$ cat config.mk
export PLATFORM = sky130hd
export DESIGN_NAME = sw_debounce
export DESIGN_NICKNAME = d
export VERILOG_FILES = /design/src/rtl/sw_debounce_pkg.sv /design/src/rtl/sync_ff.sv /design/src/rtl/sw_debounce.sv
export SDC_FILE = /design/constraint.sdc
export NUM_CORES = 1
export LEC_CHECK = 0
export CORE_UTILIZATION = 51
export CTS_CLUSTER_DIAMETER = 150
export DETAILED_ROUTE_END_ITERATION = 16
export PLACE_DENSITY_LB_ADDON = 0.2
export SLEW_MARGIN = 20
export SYNTH_ARGS = -nofsm -noshare
export SYNTH_HDL_FRONTEND = slang
export SYNTH_SLANG_ARGS = --single-unit
$ cat constraint.sdc
create_clock -name iCLK -period 2 [get_ports iCLK]
set_clock_uncertainty 0.15 [all_clocks]
set_input_delay 0.3 -clock iCLK [delete_from_list [all_inputs] [get_ports iCLK]]
set_output_delay 0.3 -clock iCLK [all_outputs]
set_load 0.02 [all_outputs]
$ cat src/rtl/sw_debounce_pkg.sv
// Shared types and constants for the switch debouncer.
// The SW_DEBOUNCE_TOGGLE_EN build option is handled in sw_debounce.sv.
package sw_debounce_pkg;

    localparam int CLK_HZ      = 50_000_000;
    localparam int DEBOUNCE_MS = 10;

    // Default settle time in clock cycles (500000 at 50 MHz and 10 ms).
    localparam int STABLE_CYCLES_DEFAULT = (CLK_HZ / 1000) * DEBOUNCE_MS;

    typedef enum logic [1:0] {
        S_LOW     = 2'd0,
        S_WAIT_HI = 2'd1,
        S_HIGH    = 2'd2,
        S_WAIT_LO = 2'd3
    } state_t;

endpackage

$ cat src/rtl/sync_ff.sv
// Multi-stage flop synchroniser that brings an asynchronous level into the
// iCLK domain. Reusable for any board input.
module sync_ff #(
    parameter int SYNC_STAGES = 2
) (
    input  logic iCLK,
    input  logic iRST,
    input  logic d,
    output logic q
);

    logic [SYNC_STAGES-1:0] chain;

    // Plain shift chain with no logic between stages, so metastability can
    // resolve before the last stage is used.
    always_ff @(posedge iCLK) begin
        if (iRST) begin
            chain <= '0;
        end else begin
            chain <= {chain[SYNC_STAGES-2:0], d};
        end
    end

    assign q = chain[SYNC_STAGES-1];

endmodule

$ cat src/rtl/sw_debounce.sv
// Switch debouncer: synchroniser, stability counter FSM, and registered edge pulses.
// Define SW_DEBOUNCE_TOGGLE_EN to add the oTOGGLE press-to-toggle output.
module sw_debounce
    import sw_debounce_pkg::*;
#(
    parameter int STABLE_CYCLES = STABLE_CYCLES_DEFAULT,
    parameter int SYNC_STAGES   = 2
) (
    input  logic iCLK,
    input  logic iRST,
    input  logic iSW,
    output logic oSW,
    output logic oRISE,
    output logic oFALL
`ifdef SW_DEBOUNCE_TOGGLE_EN
    ,
    output logic oTOGGLE
`endif
);

    localparam int CNT_W = $clog2(STABLE_CYCLES);
    localparam logic [CNT_W-1:0] CNT_LAST = CNT_W'(STABLE_CYCLES - 1);
    localparam logic [CNT_W-1:0] CNT_ONE  = CNT_W'(1);

    logic             sw_s;
    state_t           state_q, state_d;
    logic [CNT_W-1:0] cnt_q, cnt_d;
    logic             sw_q, sw_d;
    logic             rise_q, rise_d;
    logic             fall_q, fall_d;

    sync_ff #(
        .SYNC_STAGES(SYNC_STAGES)
    ) u_sync (
        .iCLK (iCLK),
        .iRST (iRST),
        .d    (iSW),
        .q    (sw_s)
    );

    always_ff @(posedge iCLK) begin
        if (iRST) begin
            state_q <= S_LOW;
            cnt_q   <= '0;
            sw_q    <= 1'b0;
            rise_q  <= 1'b0;
            fall_q  <= 1'b0;
        end else begin
            state_q <= state_d;
            cnt_q   <= cnt_d;
            sw_q    <= sw_d;
            rise_q  <= rise_d;
            fall_q  <= fall_d;
        end
    end

    // The counter measures how long sw_s has disagreed with the debounced
    // level; any agreeing sample drops straight back to the settled state.
    always_comb begin
        state_d = state_q;
        cnt_d   = cnt_q;
        sw_d    = sw_q;
        rise_d  = 1'b0;
        fall_d  = 1'b0;
        case (state_q)
            S_LOW: begin
                sw_d  = 1'b0;
                cnt_d = '0;
                if (sw_s) begin
                    state_d = S_WAIT_HI;
                    cnt_d   = CNT_ONE;
                end
            end
            S_WAIT_HI: begin
                sw_d = 1'b0;
                if (!sw_s) begin
                    state_d = S_LOW;
                    cnt_d   = '0;
                end else if (cnt_q == CNT_LAST) begin
                    state_d = S_HIGH;
                    sw_d    = 1'b1;
                    rise_d  = 1'b1;
                    cnt_d   = '0;
                end else begin
                    cnt_d = cnt_q + CNT_ONE;
                end
            end
            S_HIGH: begin
                sw_d  = 1'b1;
                cnt_d = '0;
                if (!sw_s) begin
                    state_d = S_WAIT_LO;
                    cnt_d   = CNT_ONE;
                end
            end
            S_WAIT_LO: begin
                sw_d = 1'b1;
                if (sw_s) begin
                    state_d = S_HIGH;
                    cnt_d   = '0;
                end else if (cnt_q == CNT_LAST) begin
                    state_d = S_LOW;
                    sw_d    = 1'b0;
                    fall_d  = 1'b1;
                    cnt_d   = '0;
                end else begin
                    cnt_d = cnt_q + CNT_ONE;
                end
            end
            default: begin
                state_d = S_LOW;
                cnt_d   = '0;
                sw_d    = 1'b0;
            end
        endcase
    end

    assign oSW   = sw_q;
    assign oRISE = rise_q;
    assign oFALL = fall_q;

`ifdef SW_DEBOUNCE_TOGGLE_EN
    logic toggle_q;

    // Flips one cycle after each registered rise pulse.
    always_ff @(posedge iCLK) begin
        if (iRST) begin
            toggle_q <= 1'b0;
        end else if (rise_q) begin
            toggle_q <= ~toggle_q;
        end
    end

    assign oTOGGLE = toggle_q;
`endif

endmodule

==> insert_results.sql, run 1 <==
INSERT INTO impl_metrics (metric_group, metric, value, unit) VALUES
('clocking', 'postCtsHoldBufs', '0', ''),
('synthesis', 'asyncSetResetFlopFracSynth', '0', '%'),
('timing', 'finalSetupViolations', '0', ''),
('power', 'power.ir.vdd_worst', '0.666', 'mV'),
('clocking', 'ctsLongestPathBuffers', '2', ''),
('setup_path', 'crit_path_start_kind', 'flop', ''),
('timing', 'relSlewSlack', '77.1', '%'),
('setup_path', 'critical_path.max_stage_delay', '540', 'ps'),
('timing', 'timing_hold_violations_final', '0', ''),
('clocking', 'root_buffer', 'sky130_fd_sc_hd__clkbuf_4', ''),
('setup_path', 'flop2flop_setup_slack', '80', 'ps'),
('synthesis', 'synth_top_family_by_area', 'simple AND/OR/NAND/NOR gates', ''),
('power', 'clockPowerShare', '39.8', '%'),
('setup_path', 'slowest_cp_cell', 'sky130_fd_sc_hd__or4_1', ''),
('power', 'p_sw_share', '17.9', '%'),
('floorplanning', 'placementRows', '16', ''),
('final_layout', 'antennaDiodeCount', '0', ''),
('final_layout', 'synthToLayoutAreaGrowth', '14.6', '%'),
('timing', 'slew_at_the_pin_closest_to_its_max_slew_limit', '340', 'ps'),
('detailed_routing', 'first_pass_iters', '4', ''),
('synthesis', 'synthDistinctLibCells', '34', ''),
('power', 'powerDensity', '673', 'nW/um^2'),
('setup_path', 'worst_setup_path_end_kind', 'flop', ''),
('clocking', 'clkSlewWorstSetupHoldPaths', '140', 'ps'),
('min_path', 'min_path_type', 'flop to flop', ''),
('floorplanning', 'ios', '6', ''),
('detailed_routing', 'route.detailed.vias_per_inst', '5.40', ''),
('global_route', 'grt_antenna_before_repair', '0', ''),
('floorplanning', 'initial_core_util', '56.6', '%'),
('placed_design', 'gp_congestion', '0.790', ''),
('synthesis', 'synth_fa_ha_area_share', '1.08', '%'),
('detailed_routing', 'drt_iter0_drc', '10', ''),
('setup_path', 'data_required_time_at_the_worst_endpoint', '2110', 'ps'),
('global_route', 'first_global_vias', '868', ''),
('setup_path', 'worstPathArrival', '2030', 'ps'),
('synthesis', 'yosysSeqAreaShare', '45.0', '%'),
('outcome', 'run_status', 'complete, no violations', ''),
('clocking', 'cts_post_setup_buffers_inserted', '0', ''),
('setup_path', 'crit-reg2reg-capture', 'cnt_q[18]', ''),
('clocking', 'cts_inserted_buffers', '3', ''),
('setup_path', 'crit_chain', 'ha_2, nand3_2, or4_1, or3_1, a21oi_1', ''),
('clocking', 'cts_tree', 'done', ''),
('setup_path', 'crit_path_max_fanout', '4', ''),
('placed_design', 'buffer_ports.inserted', '5', ''),
('final_layout', 'post_layout_nonfiller_instances', '166', ''),
('floorplanning', 'floorplan.die.width', '49.6', 'microns'),
('synthesis', 'synth_simple_gate_area_share', '32.8', '%'),
('global_route', 'grt.total_usage', '19.7', '%'),
('final_layout', 'final_core_util', '64.9', '%'),
('final_layout', 'post_route_cells_drive_above_1_share', '12.2', '%'),
('clocking', 'clock-sinks', '26', ''),
('global_route', 'grt_start_max_net_pins', '17', ''),
('final_layout', 'layout_common_cells', 'sky130_fd_sc_hd__dfxtp_1, sky130_fd_sc_hd__nor2_1, sky130_fd_sc_hd__xnor2_1', ''),
('placed_design', 'placedCellCount', '162', ''),
('power', 'power_total', '0.891', 'mW'),
('detailed_routing', 'finalWirelength', '2100', 'microns'),
('timing', 'period_share', '95.8', '%'),
('flow_run', 'count_of_maximum_capacitance_violations', '0', ''),
('detailed_routing', 'detail_route.wl_per_cell', '12.7', 'microns'),
('power', 'internal_power', '0.732', 'mW'),
('floorplanning', 'placeableCoreArea', '2040', 'sq um'),
('power', 'p_sw', '0.160', 'mW'),
('setup_path', 'worstReg2RegStart', 'cnt_q[1]', ''),
('detailed_routing', 'drt_drc_violations_left', '0', ''),
('global_route', 'globalRouteOverflowTotal', '0', ''),
('synthesis', 'postSynthRegisterBits', '26', ''),
('synthesis', 'synth_compound_gate_area_share', '4.65', '%'),
('clocking', 'cts_max_level', '1', ''),
('timing', 'totalNegativeSetupSlack', '0', 'ps'),
('power', 'combinationalPowerShare', '1.3', '%'),
('timing', 'rsz0062_at_grt', 'false', '');
==> worst max-delay path by stage <==
stage | startpoint | end | slack, ps | depth (start not counted)
2_1_floorplan | cnt_q[0] | cnt_q[18] | 120 | 5
3_3_place_gp | iRST | cnt_q[15] | 70 | 5
3_5_place_dp | iRST | cnt_q[15] | 20 | 5
4_1_cts | cnt_q[0] | cnt_q[18] | 20 | 5
5_1_grt | cnt_q[1] | cnt_q[18] | 7 | 5
6_report | cnt_q[1] | cnt_q[18] | 80 | 5
==> power groups by stage <==
stage / registers (mW) / clock network, mW / logic (mW)
floorplan: 0.535 / 0 / 0.00636
global placement: 0.535 / 0 / 0.0115
detailed placement: 0.535 / 0 / 0.0120
CTS: 0.524 / 0.365 / 0.0121
global route: 0.525 / 0.390 / 0.0138
finish: 0.524 / 0.355 / 0.0119
==> metal layers <==
metal | vias up | GRT usage [%] | part of all wire (%)
met5 | - | 0 | 0
met4 | 0 | 1.90 | 0
met3 | 0 | 5.56 | 2.8
met2 | 10 | 35.6 | 48
met1 | 416 | 23.6 | 49
li1 | 470 | - | -
==> critical path: cells and delay by family, from the launching register on <==
family	cells	cell delay, ps
DFF	1	390
AOI/OAI and AO/OA	1	130
and+or+nand+nor	3	950
adders and majority gates	1	240
==> state kept, by name, indices dropped and copies added (netlist names), named ones only <==
signal        count
oSW               1
u_sync.chain      2
state_q           1
oRISE             1
cnt_q            19
oFALL             1
==> cell usage after synthesis, types with 2 or more instances <==
| master | number | area, sq um |
|---|---|---|
| sky130_fd_sc_hd__nor2_1 | 17 | 63.8 |
| sky130_fd_sc_hd__inv_1 | 6 | 22.5 |
| sky130_fd_sc_hd__nor2b_1 | 2 | 12.5 |
| sky130_fd_sc_hd__nand2b_1 | 4 | 25.0 |
| sky130_fd_sc_hd__mux2i_1 | 2 | 20.0 |
| sky130_fd_sc_hd__nor4b_1 | 3 | 26.3 |
| sky130_fd_sc_hd__nor3_1 | 6 | 30.0 |
| sky130_fd_sc_hd__nand4_1 | 4 | 25.0 |
| sky130_fd_sc_hd__xnor2_1 | 12 | 105 |
| sky130_fd_sc_hd__xor2_1 | 3 | 26.3 |
| sky130_fd_sc_hd__or4_1 | 2 | 15.0 |
| sky130_fd_sc_hd__dfxtp_1 | 26 | 521 |
| sky130_fd_sc_hd__nand3_1 | 6 | 30.0 |
| sky130_fd_sc_hd__o21ai_0 | 2 | 10.0 |
| sky130_fd_sc_hd__a21oi_1 | 3 | 15.0 |
| sky130_fd_sc_hd__nand2_1 | 6 | 22.5 |
| sky130_fd_sc_hd__nor4_1 | 6 | 37.5 |
==> repair_timing <==
| item | 4_1_cts | 5_1_grt |
|---|---|---|
| setup endpoints to repair | 0 | 2 |
| endpoints found under the hold margin | 0 | 0 |
| resized for setup | 0 | 2 |
==> kinds of logic (layout without fill, tap and decap cells) <==
group	Yosys count	after routing
DFF	26	26
xor gates and xnor gates	15	15
AOI/OAI and AO/OA	9	9
adders and majority gates	1	1
buffers and inverters	9	21
and+or+nand+nor	65	65
muxes	2	2
==> per-stage QoR <==
stage                     area, sq um  hold WS, ps  worst slack [ps]
after floorplan                  1160          222               116
after global placement           1270          286              69.5
after detailed placement         1270          294              23.6
after CTS                        1320          315              19.3
after global routing             1330          334              6.77
final                            1330          311              84.7
==> layout make-up <==
cell class / instances / area, sq um
Clock inverter: 1 / 30.0
Timing Repair Buffer: 11 / 95.1
Sequential cell: 26 / 522
Inverter: 6 / 22.5
Tap cell: 27 / 33.8
Clock buffer: 3 / 22.5
Multi-Input combinational cell: 92 / 599
Fill cell: 188 / 717
(Power assumes the default switching activity.)
==> inputs of run 2 (changes only) <==
- CELL_PAD_IN_SITES_DETAIL_PLACEMENT: not set -> 1
- CELL_PAD_IN_SITES_GLOBAL_PLACEMENT: not set -> 1
- CORE_MARGIN: not set -> 10
- CORE_UTILIZATION: 51 -> 40
- SLEW_MARGIN: 20 -> not set
==> insert_results.sql, run 2 (synthesized netlist as in run 1, its figures left out) <==
INSERT INTO impl_metrics (metric_group, metric, value, unit) VALUES
('final_layout', 'post_route_cells_drive_above_1_share', '13.5', '%'),
('global_route', 'grt.total_usage', '10.9', '%'),
('placed_design', 'gp_congestion', '0.742', ''),
('floorplanning', 'placeableCoreArea', '2760', 'sq um'),
('final_layout', 'number_of_flip_flops_in_the_largest_register', '19', ''),
('clocking', 'cts_inserted_buffers', '3', ''),
('final_layout', 'multi_input_area', '599', 'sq um'),
('setup_path', 'flop2flop_setup_slack', '100', 'ps'),
('placed_design', 'buffer_ports.inserted', '5', ''),
('final_layout', 'top_register', 'cnt_q', ''),
('final_layout', 'seq_area', '522', 'sq um'),
('final_layout', 'largestRegisters', 'cnt_q x19, u_sync.chain x2', ''),
('floorplanning', 'fp.dieArea', '5440', 'sq um'),
('setup_path', 'crit_path_max_fanout', '4', ''),
('detailed_routing', 'finalWirelength', '2750', 'microns'),
('floorplanning', 'floorplan.die.width', '73.8', 'microns'),
('timing', 'totalNegativeSetupSlack', '0', 'ps'),
('timing', 'timing.final.crit_period', '1900', 'ps'),
('min_path', 'min_path_type', 'flop to flop', ''),
('global_route', 'grt_antenna_before_repair', '0', ''),
('timing', 'hold-worst-slack', '315', 'ps'),
('timing', 'period_share', '94.8', '%'),
('clocking', 'clock-sinks', '26', ''),
('final_layout', 'layout_common_cells', 'sky130_fd_sc_hd__dfxtp_1, sky130_fd_sc_hd__nor2_1, sky130_fd_sc_hd__xnor2_1, sky130_fd_sc_hd__buf_4', ''),
('floorplanning', 'vert_die_dim', '73.8', 'microns'),
('final_layout', 'post_layout_nonfiller_instances', '172', ''),
('setup_path', 'data_required_time_at_the_worst_endpoint', '2110', 'ps'),
('setup_path', 'critical_path.max_stage_delay', '540', 'ps'),
('setup_path', 'criticalPathCategory', 'flop to flop', ''),
('setup_path', 'slowest_cp_cell', 'sky130_fd_sc_hd__or4_1', ''),
('detailed_routing', 'drt_iter0_drc', '21', ''),
('flow_run', 'count_of_maximum_capacitance_violations', '0', ''),
('min_path', 'hold_start', 'u_sync.chain[0]', ''),
('timing', 'timing_hold_violations_final', '0', ''),
('global_route', 'first_global_vias', '1015', ''),
('detailed_routing', 'route.detailed.vias_per_inst', '5.49', ''),
('floorplanning', 'placementRows', '19', ''),
('final_layout', 'total_nets_final', '146', ''),
('detailed_routing', 'dr_vias', '944', ''),
('power', 'powerDensity', '672', 'nW/um^2'),
('timing', 'relSlewSlack', '72.5', '%'),
('timing', 'finalSetupViolations', '0', ''),
('clocking', 'cts_tree', 'done', ''),
('clocking', 'cts_post_setup_buffers_inserted', '0', ''),
('clocking', 'ctsLongestPathBuffers', '2', ''),
('clocking', 'cts_max_level', '1', ''),
('floorplanning', 'ios', '6', ''),
('setup_path', 'worstPathArrival', '2010', 'ps'),
('min_path', 'timing.hold.worst_path_depth', '1', ''),
('placed_design', 'place.detailed.hpwl', '2130', 'microns'),
('setup_path', 'crit_path_start_kind', 'flop', ''),
('detailed_routing', 'first_pass_iters', '4', ''),
('power', 'power_leakage', '0.416', 'nW'),
('final_layout', 'fillers', '331', ''),
('outcome', 'run_status', 'complete, no violations', ''),
('detailed_routing', 'route.antenna.remaining_nets', '0', ''),
('clocking', 'worstSkewPairLatency', '320', 'ps'),
('global_route', 'grt_start_max_net_pins', '17', ''),
('setup_path', 'ff2ff_path_depth', '5', ''),
('setup_path', 'crit-reg2reg-capture', 'cnt_q[18]', ''),
('clocking', 'clkSlewWorstSetupHoldPaths', '150', 'ps'),
('min_path', 'hold_path_end', 'u_sync.chain[1]', ''),
('clocking', 'root_buffer', 'sky130_fd_sc_hd__clkbuf_4', ''),
('detailed_routing', 'drt_drc_violations_left', '0', ''),
('placed_design', 'placedCellCount', '168', ''),
('setup_path', 'worstReg2RegStart', 'cnt_q[0]', ''),
('power', 'power_total', '0.904', 'mW'),
('setup_path', 'worst_setup_path_end_kind', 'flop', ''),
('final_layout', 'synthToLayoutAreaGrowth', '16.3', '%'),
('setup_path', 'crit_chain', 'ha_2, nand3_2, or4_1, or3_1, a21oi_1', ''),
('timing', 'slew_at_the_pin_closest_to_its_max_slew_limit', '409', 'ps'),
('timing', 'timing_max_transition_violations_final', '0', ''),
('power', 'power.ir.vdd_worst', '0.693', 'mV'),
('final_layout', 'antennaDiodeCount', '0', ''),
('timing', 'rsz0062_at_grt', 'false', ''),
('global_route', 'grt_first_pass_wirelength', '4570', 'microns'),
('timing', 'achievable-frequency', '527', 'MHz'),
('global_route', 'globalRouteOverflowTotal', '0', ''),
('final_layout', 'layout.cells.most_common', 'sky130_fd_sc_hd__dfxtp_1', ''),
('detailed_routing', 'detail_route.wl_per_cell', '16.0', 'microns'),
('floorplanning', 'initial_core_util', '41.9', '%');
run 2: worst max-delay path by stage:
stage              from         to  slack, ps  depth (start not counted)
4_1_cts        cnt_q[1]  cnt_q[18]         50                          5
6_report       cnt_q[0]  cnt_q[18]        100                          5
5_1_grt        cnt_q[0]  cnt_q[18]         40                          5
2_1_floorplan  cnt_q[0]  cnt_q[18]        120                          5
3_5_place_dp       iRST  cnt_q[15]        0.1                          5
3_3_place_gp       iRST  cnt_q[18]        130                          5
run 2: area by class of cell:
class / count / share of cell area, %
Clock buffer: 3 / 1.67
Clock inverter: 1 / 2.23
Inverter: 6 / 1.67
Multi-Input combinational cell: 92 / 44.6
Sequential cell: 26 / 38.8
Tap cell: 31 / 2.88
Timing Repair Buffer: 13 / 8.19
run 2: layer usage:
metal | wire length, microns | track usage, % | up-vias
li1 | - | - | 474
met1 | 1200 | 11.6 | 456
met2 | 1450 | 19.8 | 10
met3 | 66 | 3.36 | 4
met4 | 39 | 3.31 | 0
met5 | 0 | 0 | -
run 2: critical path, delay by kind of cell (launching register included):
| family | cells | cell delay, ps |
|---|---|---|
| adders and majority gates | 1 | 220 |
| AOI/OAI and AO/OA | 1 | 150 |
| DFF | 1 | 370 |
| and+or+nand+nor | 3 | 940 |
run 2: power by group:
part | switching, mW | total [mW] | internal [mW]
clock network | 0.161 | 0.364 | 0.203
registers | 0.00237 | 0.524 | 0.522
logic | 0.00577 | 0.0157 | 0.00997
run 2: through the flow:
step / utilization [%] / cell area [sq um] / setup WS (ps)
after CTS: 48.6 / 1340 / 50.8
after global routing: 48.8 / 1350 / 42.0
after floorplan: - / 1160 / 116
after detailed placement: 46.7 / 1290 / 0.0985
after global placement: 46.7 / 1290 / 129
final: 48.8 / 1350 / 104
run 2: what timing repair did:
action | CTS | global route
hold buffers | 0 | 0
resized for setup | 0 | 2
endpoints found under the setup margin | 0 | 1
==> inputs of run 3 (changes only) <==
- CAP_MARGIN: not set -> 15
==> results of run 3 <==
Final layout, timing and power as in run 2 (identical DEF).
